[src/rtl/avalon_st_reader.sv]
// avalon_st_reader
// Avalon-ST sink for the read side of a FIFO. It drives a registered ready
// towards the FIFO, honouring READY_LATENCY / READY_ALLOWANCE. Captured beats
// go into a circular skid buffer, and the buffer head is re-presented on a
// zero-latency valid/ready port. It also counts accepted beats and keeps
// sticky overflow and protocol error flags.
//
// Ports
//   clk          clock, rising edge
//   rst          asynchronous reset, active low
//   en           run enable
//   data_rd      beat data from the FIFO
//   valid_rd     beat valid from the FIFO
//   ready_rd     ready to the FIFO (registered)
//   out_data     head of the skid buffer (0 when empty)
//   out_valid    skid buffer non-empty
//   out_ready    downstream accept
//   beat_cnt     beats accepted into the buffer, wraps at 2^32
//   err_overflow sticky: beat dropped because the buffer was full
//   err_protocol sticky: beat outside the legal ready window, or while idle
//   clr_err      synchronous clear of both error flags (a new error wins)
module avalon_st_reader #(
  parameter int DATABITS_PER_SYMBOL = 8,
  parameter int SYMBOLS_PER_BEAT    = 4,
  parameter int WIDTH               = SYMBOLS_PER_BEAT * DATABITS_PER_SYMBOL,
  parameter int READY_LATENCY       = 1,
  parameter int READY_ALLOWANCE     = 2,
  parameter int SKID_DEPTH          = 8
) (
  input  logic             clk,
  input  logic             rst,
  input  logic             en,
  input  logic [WIDTH-1:0] data_rd,
  input  logic             valid_rd,
  output logic             ready_rd,
  output logic [WIDTH-1:0] out_data,
  output logic             out_valid,
  input  logic             out_ready,
  output logic [31:0]      beat_cnt,
  output logic             err_overflow,
  output logic             err_protocol,
  input  logic             clr_err
);

  localparam int H  = READY_LATENCY + READY_ALLOWANCE + 1;
  localparam int AW = (SKID_DEPTH > 1) ? $clog2(SKID_DEPTH) : 1;
  localparam int CW = $clog2(SKID_DEPTH) + 1;
  localparam int SW = $clog2(H + 1);

  localparam logic [CW-1:0] DEPTH_C   = CW'(SKID_DEPTH);
  localparam logic [CW-1:0] READY_MAX = CW'(SKID_DEPTH - H);
  localparam logic [AW-1:0] LAST_PTR  = AW'(SKID_DEPTH - 1);
  localparam logic [SW-1:0] STOP_LOAD = SW'(READY_LATENCY + READY_ALLOWANCE);

  typedef enum logic [1:0] {
    IDLE,
    RUN,
    STOP
  } state_e;

  state_e            state_q;
  logic [SW-1:0]     stop_cnt_q;
  logic [H-1:0]      hist_q, hist_d;
  logic [WIDTH-1:0]  mem [SKID_DEPTH];
  logic [AW-1:0]     wr_ptr_q, wr_ptr_d, rd_ptr_q, rd_ptr_d;
  logic [CW-1:0]     count_q, count_d;
  logic [31:0]       beat_cnt_q, beat_cnt_d;
  logic              err_ovf_q, err_ovf_d, err_prot_q, err_prot_d;
  logic              capture, legal, push, pop, ready_d;

  // hist_q[0] is the ready being presented this cycle; hist_q[k] is the
  // value from k cycles ago. A beat is legal if any of hist_q[L..L+A] is set.
  always_comb begin
    legal = 1'b0;
    for (int unsigned i = READY_LATENCY; i < H; i++) begin
      legal = legal | hist_q[i];
    end
  end

  always_comb begin
    capture = valid_rd && (state_q != IDLE);
    pop     = (count_q != '0) && out_ready;
    // A full buffer still takes a beat when the head leaves in the same cycle.
    push    = capture && ((count_q != DEPTH_C) || pop);

    count_d = count_q;
    case ({push, pop})
      2'b10:   count_d = count_q + CW'(1);
      2'b01:   count_d = count_q - CW'(1);
      default: count_d = count_q;
    endcase

    wr_ptr_d = wr_ptr_q;
    if (push) wr_ptr_d = (wr_ptr_q == LAST_PTR) ? '0 : wr_ptr_q + AW'(1);
    rd_ptr_d = rd_ptr_q;
    if (pop) rd_ptr_d = (rd_ptr_q == LAST_PTR) ? '0 : rd_ptr_q + AW'(1);

    beat_cnt_d = beat_cnt_q + 32'(push);
    err_ovf_d  = (err_ovf_q & ~clr_err) | (capture & ~push);
    err_prot_d = (err_prot_q & ~clr_err) |
                 (valid_rd & ((state_q == IDLE) | ~legal));

    ready_d = (state_q == RUN) && en && (count_d <= READY_MAX);

    hist_d    = '0;
    hist_d[0] = ready_d;
    for (int unsigned i = 1; i < H; i++) begin
      hist_d[i] = hist_q[i-1];
    end
  end

  always_ff @(posedge clk or negedge rst) begin
    if (!rst) begin
      state_q    <= IDLE;
      stop_cnt_q <= '0;
      hist_q     <= '0;
    end else begin
      hist_q <= hist_d;
      case (state_q)
        IDLE: if (en) state_q <= RUN;
        RUN: begin
          if (!en) begin
            state_q    <= STOP;
            stop_cnt_q <= STOP_LOAD;
          end
        end
        STOP: begin
          if (en)                    state_q    <= RUN;
          else if (stop_cnt_q == '0) state_q    <= IDLE;
          else                       stop_cnt_q <= stop_cnt_q - SW'(1);
        end
        default: state_q <= IDLE;
      endcase
    end
  end

  always_ff @(posedge clk or negedge rst) begin
    if (!rst) begin
      wr_ptr_q   <= '0;
      rd_ptr_q   <= '0;
      count_q    <= '0;
      beat_cnt_q <= '0;
      err_ovf_q  <= 1'b0;
      err_prot_q <= 1'b0;
    end else begin
      wr_ptr_q   <= wr_ptr_d;
      rd_ptr_q   <= rd_ptr_d;
      count_q    <= count_d;
      beat_cnt_q <= beat_cnt_d;
      err_ovf_q  <= err_ovf_d;
      err_prot_q <= err_prot_d;
    end
  end

  always_ff @(posedge clk) begin
    if (push) mem[wr_ptr_q] <= data_rd;
  end

  // Storage is not reset; gating on count makes stale entries invisible.
  assign out_valid    = (count_q != '0);
  assign out_data     = out_valid ? mem[rd_ptr_q] : '0;
  assign ready_rd     = hist_q[0];
  assign beat_cnt     = beat_cnt_q;
  assign err_overflow = err_ovf_q;
  assign err_protocol = err_prot_q;

endmodule

[config.mk]
export PLATFORM = sky130hd
export DESIGN_NAME = avalon_st_reader
export DESIGN_NICKNAME = d
export VERILOG_FILES = /design/src/rtl/avalon_st_reader.sv
export SDC_FILE = /design/constraint.sdc
export NUM_CORES = 1
export LEC_CHECK = 0
export BUFFER_PORTS_ARGS = -buffer_cell sky130_fd_sc_hd__buf_2
export CAP_MARGIN = 20
export CORE_UTILIZATION = 64
export CTS_CLUSTER_DIAMETER = 50
export DETAILED_ROUTE_END_ITERATION = 8
export GPL_TIMING_DRIVEN = 1
export PLACE_DENSITY = 0.85
export SLEW_MARGIN = 10
export SYNTH_ARGS = -nofsm -noshare
export SYNTH_HDL_FRONTEND = slang
export SYNTH_SLANG_ARGS = --single-unit
[constraint.sdc]
create_clock -name clk -period 11.9 [get_ports clk]
set_input_delay 0 -clock clk [delete_from_list [all_inputs] [get_ports clk]]
set_output_delay 0 -clock clk [all_outputs]
set_load 0.1 [all_outputs]
==> impl_metrics.json, run 1 <==
{
  "synth_area_um2": 12300,
  "cts_root_buf": "clkbuf_16",
  "grt_start_max_net_pins": 54,
  "nFillCells": 962,
  "worstPathCellList": "nor4_4, buf_4, inv_1, nand2_1, inv_1, ha_1, xor2_1, ha_1, a21oi_1, mux2_2, mux2i_1, nor4b_1",
  "powerDensity_nw_per_um2": 282,
  "slew_viol_final": 0,
  "yosysWarnings": 0,
  "fin_nets": 854,
  "cts_sinks": 309,
  "port_buffers": 105,
  "cts_buffer_depth": 3,
  "antenna_found_initial": 1,
  "avgViaCountPerCell": 6.25,
  "yosysUniqueCellTypes": 45,
  "setup_viol": 0,
  "rsz0062_at_grt": "false",
  "synthesis.nets": 691,
  "drv_cap": 0,
  "tightestPinTransition_ns": 1.01,
  "cts_tree": "built",
  "wirelength_um": 26100,
  "postCtsSetupRepairBufs": 0,
  "worstSetupStartpointType": "register",
  "synth_edf_count": 256,
  "coreArea_um2": 18800,
  "finClkSkew_ns": 0.00805,
  "final_area_um2": 14600,
  "cts.htree.levels": 1,
  "maxSlewHeadroom_pct": 32.8,
  "drc_errors": 0,
  "grt_pass1_wl_um": 39700,
  "setup_tns_ns": 0,
  "hold_slack_ns": 0.124,
  "netlist_top_cells_area": "edfxtp_1 63%, mux4_2 12%, dfrtp_1 11%",
  "synth_area_per_cell_um2": 19.1,
  "synth_top_area_share_pct": 62.6,
  "die_area_um2": 19700,
  "power_mw": 4.12,
  "cts_resized": 0,
  "areaGrowthSynthToFinish_pct": 19.2,
  "required_ns": 12.33,
  "via_count": 6651,
  "ys.flop_type": "edfxtp_1",
  "rows": 50,
  "status": "complete, no violations",
  "initial_utilization_pct": 65.4,
  "die-width_um": 140,
  "max_stage_delay_ns": 0.47,
  "critical_path.top_delay_family": "simple AND/OR/NAND/NOR gates",
  "synthArstFlopShare_pct": 17.2,
  "crit_slowest_cell": "dfrtp_1",
  "hpwlAfterDp_um": 13200,
  "routedWlPerCell_um": 24.5,
  "place_area_um2": 13100,
  "first_iter_violations": 474,
  "cp.arrival_ns": 3.79,
  "fin_util_pct": 78.0,
  "gr-total-overflow": 0,
  "min_period_ns": 3.36,
  "drtPass1Iterations": 5,
  "p_leak_nw": 5.43,
  "hp-class": "in2async",
  "crit_type": "reg2reg",
  "fin_crit_sh_pct": 28.2,
  "ys_seq_area_share_pct": 73.4,
  "clock.fmax_mhz": 298,
  "cp-end-kind": "register",
  "crit_fanout": 33,
  "ir_drop_v": 0.000273,
  "cts_hold_buf": 38,
  "grt_pass1_vias": 7062,
  "die_h_um": 140,
  "pin_count": 106,
  "cts_made_buffers": 31,
  "drive_gt1_share_pct": 30.9,
  "grt_usage_pct": 27.4,
  "hold_viol": 0,
  "worst_skew_pair.late_latency_ns": 0.54,
  "yosysTopAreaCell": "edfxtp_1",
  "ys_seq_elements": 309,
  "path_clk_slew_ns": 0.06,
  "place.gp.congestion": 0.865,
  "drtAntennaViolNets": 0,
  "crit_buf_inv": 3,
  "synthCells": 642
}
## placed cells by master (no fill, tap or decap), types with 3 or more instances in the layout
cell type,instances
nor2_1,44
a21oi_1,6
clkinvlp_4,3
xor2_1,13
inv_1,12
dlygate4sd3_1,38
o21ai_0,6
nor3_1,3
nor2b_1,5
nor3_2,3
and4_1,4
edfxtp_1,256
clkbuf_16,31
nand4_1,6
nand2_1,15
buf_4,13
mux4_2,64
dfrtp_1,50
bufinv_16,7
clkbuf_1,3
nor4_1,5
inv_6,5
buf_2,105
mux2_2,7
clkinv_1,4
nand3_1,16
xnor2_1,21
mux2i_1,33
ha_1,11
## cells by family after synthesis
group / share of synthesized area [%]
compound gates: 1.13
xor+xnor: 2.43
fa+ha+maj: 1.12
buf+inv: 1.26
flops: 73.4
mux: 15.1
simple gates: 5.54
## tightest hold or removal path, stage by stage
cell and delay (ns):
dlygate4sd3_1 0.52, buf_2 0.09, buf_4 0.53
## registers in the layout, summed over array words and instances (netlist names), 2 cells and up
signal / flops
hist_q: 4
mem: 256
rd_ptr_q: 3
beat_cnt: 32
state_q: 2
count_q: 4
stop_cnt_q: 3
wr_ptr_q: 3
## area by class of cell
type,instances,area (um^2),share of cell area [%]
well taps,234,293,2.00
multi-input cells,295,3160,21.6
repair buffers,156,1000,6.86
clock inverters,23,322,2.20
inverters,12,45.0,0.308
clock buffers,34,787,5.38
diodes,1,2.50,0.0171
flip-flops and latches,309,9020,61.7
## report_power, final
group          total, mW  leakage [nW]  switching, mW  internal (mW)
Clock               1.05         0.528          0.412          0.635
Combinational       1.66          1.90           1.23          0.428
Sequential          1.42          3.00          0.125           1.29
## stage by stage
stage	cells	worst slack (ns)
global placement	968	8.87
global route	1064	8.35
detailed placement	968	8.73
CTS	1063	8.51
finish	1064	8.54
floorplan	642	7.12
## metal layers
metal | wire length [um] | vias to the layer above | GRT usage, %
met3 | 1810 | 59 | 4.31
met5 | 0 | - | 0
met2 | 13800 | 353 | 48.9
met1 | 9690 | 3373 | 33.7
met4 | 819 | 0 | 11.0
li1 | - | 2866 | -
## path summary, 6_finish.rpt
kind                       cells after the start     endpoint         from  slack (ns)
max in group asynchronous                      3  rd_ptr_q[0]          rst       11.27
hold reg to reg                                0    hist_q[1]    hist_q[0]        0.39
setup reg to reg                              12    hist_q[0]   count_q[2]        8.54
min in group clk                               2   mem[2][27]  data_rd[27]        0.27
setup / recovery                              12    hist_q[0]   count_q[2]        8.54
hold / removal                                 3  beat_cnt[9]          rst        0.12
## synthesized netlist by cell type, drive strengths merged (8+ instances only)
| master | n |
|---|---|
| nand4 | 8 |
| xor2 | 13 |
| mux4 | 64 |
| nand2 | 15 |
| ha | 11 |
| edfxtp | 256 |
| clkbuf | 15 |
| dfrtp | 53 |
| mux2i | 33 |
| nand3 | 16 |
| xnor2 | 21 |
| inv | 12 |
| nor2 | 45 |
| buf | 11 |
Note: power is estimated with default switching activity, not from simulation.
==> run 2: changes to the inputs <==
- CORE_UTILIZATION: 64 -> 59
- PLACE_DENSITY: 0.85 -> 0.79
- clock period: 11.9 -> 3.18 ns (I/O delays scaled with it)
==> run 2 against run 1 <==
  * Global-route usage decreased by 3.6 points
  * Final cell count rose by 4.5%
  * Core utilization shrank 4.8 points
  * Clock power grew to 3.7 times the previous value
  * Routed wire length decreased by 7.5%
  * First-iteration DRC count decreased by 5.1%
  * Highest routed layer unchanged
==> impl_metrics.json, run 2 (same netlist as run 1, synthesis figures left out) <==
{
  "grt_start_max_net_pins": 54,
  "worst_skew_pair.late_latency_ns": 0.51,
  "nFillCells": 1199,
  "cts_tree": "built",
  "n_antenna_cell": 0,
  "cts_buffer_depth": 3,
  "final_common_cell": "edfxtp_1",
  "ir_drop_v": 0.000809,
  "gr-total-overflow": 0,
  "rows": 52,
  "crit_fanout": 7,
  "initial_utilization_pct": 60.5,
  "min_period_ns": 2.81,
  "cp-end-kind": "register",
  "drtPass1Iterations": 4,
  "grt_pass1_wl_um": 38100,
  "crit_type": "reg2reg",
  "hp-class": "in2async",
  "drc_errors": 0,
  "pin_count": 106,
  "dp_cells": 1012,
  "rsz0062_at_grt": "false",
  "slew_viol_final": 0,
  "powerDensity_nw_per_um2": 1040,
  "seq_area_um2": 9020,
  "grt_usage_pct": 23.7,
  "clock.fmax_mhz": 355,
  "fin_nets": 865,
  "die_h_um": 146,
  "largest_reg_flops": 256,
  "regMostFlops": "mem",
  "finClkSkew_ns": 0.0171,
  "grt_pass1_vias": 6897,
  "status": "complete, no violations",
  "fin_util_pct": 73.1,
  "path_clk_slew_ns": 0.05,
  "tightestPinTransition_ns": 0.670,
  "avgViaCountPerCell": 5.86,
  "wirelength_um": 24100,
  "fin_crit_sh_pct": 88.5,
  "port_buffers": 105,
  "maxSlewHeadroom_pct": 55.3,
  "cts_sinks": 309,
  "routedWlPerCell_um": 21.7,
  "cts_made_buffers": 34,
  "p_leak_nw": 5.53,
  "cp.arrival_ns": 3.22,
  "via_count": 6513,
  "hold_slack_ns": 0.0572,
  "hold_viol": 0,
  "worstSetupStartpointType": "register",
  "die-width_um": 146,
  "cts_root_buf": "clkbuf_16",
  "place.gp.congestion": 0.817,
  "instances_no_fill": 1112,
  "multi_input_area_um2": 3210,
  "required_ns": 3.58,
  "postCtsSetupRepairBufs": 0,
  "drive_gt1_share_pct": 32.4,
  "die_area_um2": 21400,
  "cts.htree.levels": 2,
  "setup_viol": 0,
  "antenna_found_initial": 0,
  "drv_cap": 0,
  "rr_worst_depth": 11,
  "layout_common_cells": "256 x edfxtp_1, 104 x buf_2, 64 x mux4_2",
  "drtAntennaViolNets": 0,
  "hpwlAfterDp_um": 13700,
  "first_iter_violations": 450,
  "coreArea_um2": 20300,
  "areaGrowthSynthToFinish_pct": 21.0
}
## run 2: final timing paths
path                            start            to  slack [ns]
min                               rst  beat_cnt[23]        0.06
max in group asynchronous         rst   rd_ptr_q[0]        2.59
max reg2reg                count_q[2]     hist_q[0]        0.37
min reg2reg                 hist_q[0]     hist_q[1]        0.38
min in group clk              clr_err  err_protocol        0.26
max                        count_q[2]     hist_q[0]        0.37
## run 2: cell type report
cell class / instances / share of cell area [%]
Sequential cell: 309 / 60.8
Multi-Input combinational cell: 295 / 21.6
Timing Repair Buffer: 164 / 7.43
Clock buffer: 40 / 6.09
Tap cell: 270 / 2.28
Clock inverter: 22 / 1.49
Inverter: 12 / 0.329
## run 2: where the power goes
part           switching (mW)  internal, mW  leakage, nW  total, mW
sequential              0.479          4.84         3.00       5.31
clock                    1.57          2.31        0.557       3.88
combinational            4.56          1.67         1.98       6.23
total                    6.60          8.82         5.53       15.4
## run 2: repair_timing
action                    CTS  global route
hold buffers               38             0
hold endpoints to repair  320             0
resized for setup           0             0
## run 2: per-stage QoR
| stage | setup slack, ns | power [mW] | TNS (ns) | instance area [um^2] |
|---|---|---|---|---|
| floorplan | -0.0442 | 10.4 | -1.43 | 12300 |
| global placement | 0.520 | 11.5 | 0 | 13300 |
| detailed placement | 0.382 | 11.6 | 0 | 13300 |
| CTS | 0.354 | 15.5 | 0 | 14800 |
| global route | 0.142 | 16.0 | 0 | 14800 |
| finish | 0.367 | 15.4 | 0 | 14800 |
## run 2: worst max-delay path: stages (launching register included)
cell	delay, ns
dfrtp_2	0.46
nor4_4	0.39
clkinvlp_4	0.16
nand2_2	0.12
inv_1	0.08
ha_1	0.25
xor2_1	0.17
ha_1	0.19
a21oi_1	0.14
mux2_2	0.38
mux2i_1	0.13
nor4b_1	0.24
## run 2: per-layer routing
layer	vias up	track usage, %	wire, um
met5	-	0	0
met4	0	9.64	680
met3	53	3.91	1350
met2	238	38.8	12100
met1	3321	32.4	9980
li1	2901	-	-
==> run 3: changes to the inputs <==
- REMOVE_ABC_BUFFERS: default -> 1
- SLEW_MARGIN: 10 -> default
==> run 3 against run 2 <==
  * First-iteration DRC count grew 2.0%
  * Flip-flop and latch count unchanged
  * Core utilization fell by 0.98 points
  * Clock power decreased by 13%
  * Worst setup slack got worse by 0.045 ns
  * Critical endpoint is now out_data[13]
  * Largest cell class unchanged
  * Highest routed layer unchanged
==> impl_metrics.json, run 3 (same netlist as run 1, synthesis figures left out) <==
{
  "startpoint": "rd_ptr_q[0]",
  "place_ws_ns": 0.319,
  "fin_nets": 866,
  "rsz0062_at_grt": "false",
  "drtPass1Iterations": 5,
  "crit_fanout": 33,
  "min_period_ns": 2.86,
  "die-width_um": 146,
  "cts_tree": "built",
  "path_clk_slew_ns": 0.06,
  "setup_slack_ns": 0.321,
  "grt_usage_pct": 24.2,
  "rows": 52,
  "p_leak_nw": 5.44,
  "clock.fmax_mhz": 350,
  "required_ns": 3.18,
  "drc_errors": 0,
  "final_common_cell": "edfxtp_1",
  "grt_pass1_vias": 7014,
  "place.gp.congestion": 0.847,
  "rr_worst_depth": 11,
  "cts_buffer_depth": 3,
  "slew_viol_final": 0,
  "largest_reg_flops": 256,
  "maxSlewHeadroom_pct": 40.8,
  "coreArea_um2": 20300,
  "timing.rr.end": "hist_q[0]",
  "status": "complete, no violations",
  "gr-total-overflow": 0,
  "via_count": 6546,
  "drtAntennaViolNets": 0,
  "antenna_found_initial": 0,
  "hold_slack_ns": 0.227,
  "n_antenna_cell": 0,
  "hpwlAfterDp_um": 14100,
  "powerDensity_nw_per_um2": 1020,
  "wirelength_um": 24800,
  "hp-class": "in2reg",
  "grt_pass1_wl_um": 39000,
  "cts_root_buf": "clkbuf_16",
  "crit_type": "reg2out",
  "drive_gt1_share_pct": 31.1,
  "hold_viol": 0,
  "avgViaCountPerCell": 5.91,
  "pin_count": 106,
  "final_area_um2": 14600,
  "regMostFlops": "mem",
  "endpoint": "out_data[13]",
  "ir_drop_v": 0.000608,
  "grt_start_max_net_pins": 54,
  "finClkSkew_ns": 0.00917,
  "routedWlPerCell_um": 22.4,
  "port_buffers": 105,
  "cts_sinks": 309,
  "dp_cells": 1015,
  "fin_crit_sh_pct": 89.9,
  "postCtsSetupRepairBufs": 0,
  "cts.htree.levels": 1,
  "die_h_um": 146,
  "initial_utilization_pct": 60.5,
  "r2r-start": "count_q[2]",
  "cp.arrival_ns": 2.86,
  "tightestPinTransition_ns": 0.888,
  "worst_skew_pair.late_latency_ns": 0.54,
  "cts_made_buffers": 30,
  "r2r_slack_ns": 0.40,
  "instances_no_fill": 1108,
  "worstSetupStartpointType": "register",
  "hp-start": "clr_err",
  "first_iter_violations": 459,
  "nFillCells": 1225,
  "cp-end-kind": "primary output",
  "fin_util_pct": 72.2,
  "drv_cap": 0,
  "die_area_um2": 21400,
  "areaGrowthSynthToFinish_pct": 19.3,
  "layout_common_cells": "256 x edfxtp_1, 105 x buf_2, 64 x mux4_2",
  "place_area_um2": 13300,
  "setup_viol": 0
}
==> run 3: repair_timing <==
| action | CTS | global route |
|---|---|---|
| hold buffers | 38 | 1 |
| endpoints found under the hold margin | 320 | 12 |
| setup endpoints to repair | 0 | 4 |
| gates resized for setup | 0 | 1 |
==> run 3: through the flow <==
stage               setup TNS [ns]  power [mW]
floorplan                  -237.06        10.4
global placement                 0        11.4
detailed placement               0        11.6
CTS                              0        15.0
global route                     0        15.4
finish                           0        14.9
==> run 3: area by class of cell <==
cell class	instances	area, um^2	area share (%)
tap	270	338	2.31
timing repair buffer	169	1140	7.79
sequential	309	9020	61.6
clock buffer	35	791	5.40
multi-input combinational	295	3160	21.6
inverter	12	45.0	0.308
clock inverter	18	149	1.02
==> run 3: how the worst min path moves through the flow <==
stage | endpoint | slack [ns] | cells past startpoint
after floorplan | beat_cnt[0] | -0.30 | 0
after global placement | err_overflow | 0.23 | 2
after detailed placement | err_overflow | 0.22 | 2
after CTS | err_protocol | 0.21 | 3
after global routing | err_protocol | 0.26 | 3
final | err_protocol | 0.23 | 3
==> run 3: per-layer routing <==
layer	vias to the layer above	wire (um)	track usage, %
met5	-	0	0
met4	0	497	6.93
met3	45	1710	4.34
met2	243	12800	41.8
met1	3371	9730	31.7
li1	2887	-	-
==> run 3: where the power goes <==
| group | switching [mW] | total [mW] | internal, mW |
|---|---|---|---|
| clock network | 1.44 | 3.37 | 1.94 |
| logic | 4.48 | 6.15 | 1.67 |
| registers | 0.544 | 5.38 | 4.83 |
==> run 3: worst max-delay path, stage by stage (launching register included) <==
cell	delay, ns
dfrtp_4	0.86
buf_4	0.34
mux4_2	0.53
mux2i_1	0.20
nor2_1	0.05
buf_2	0.31
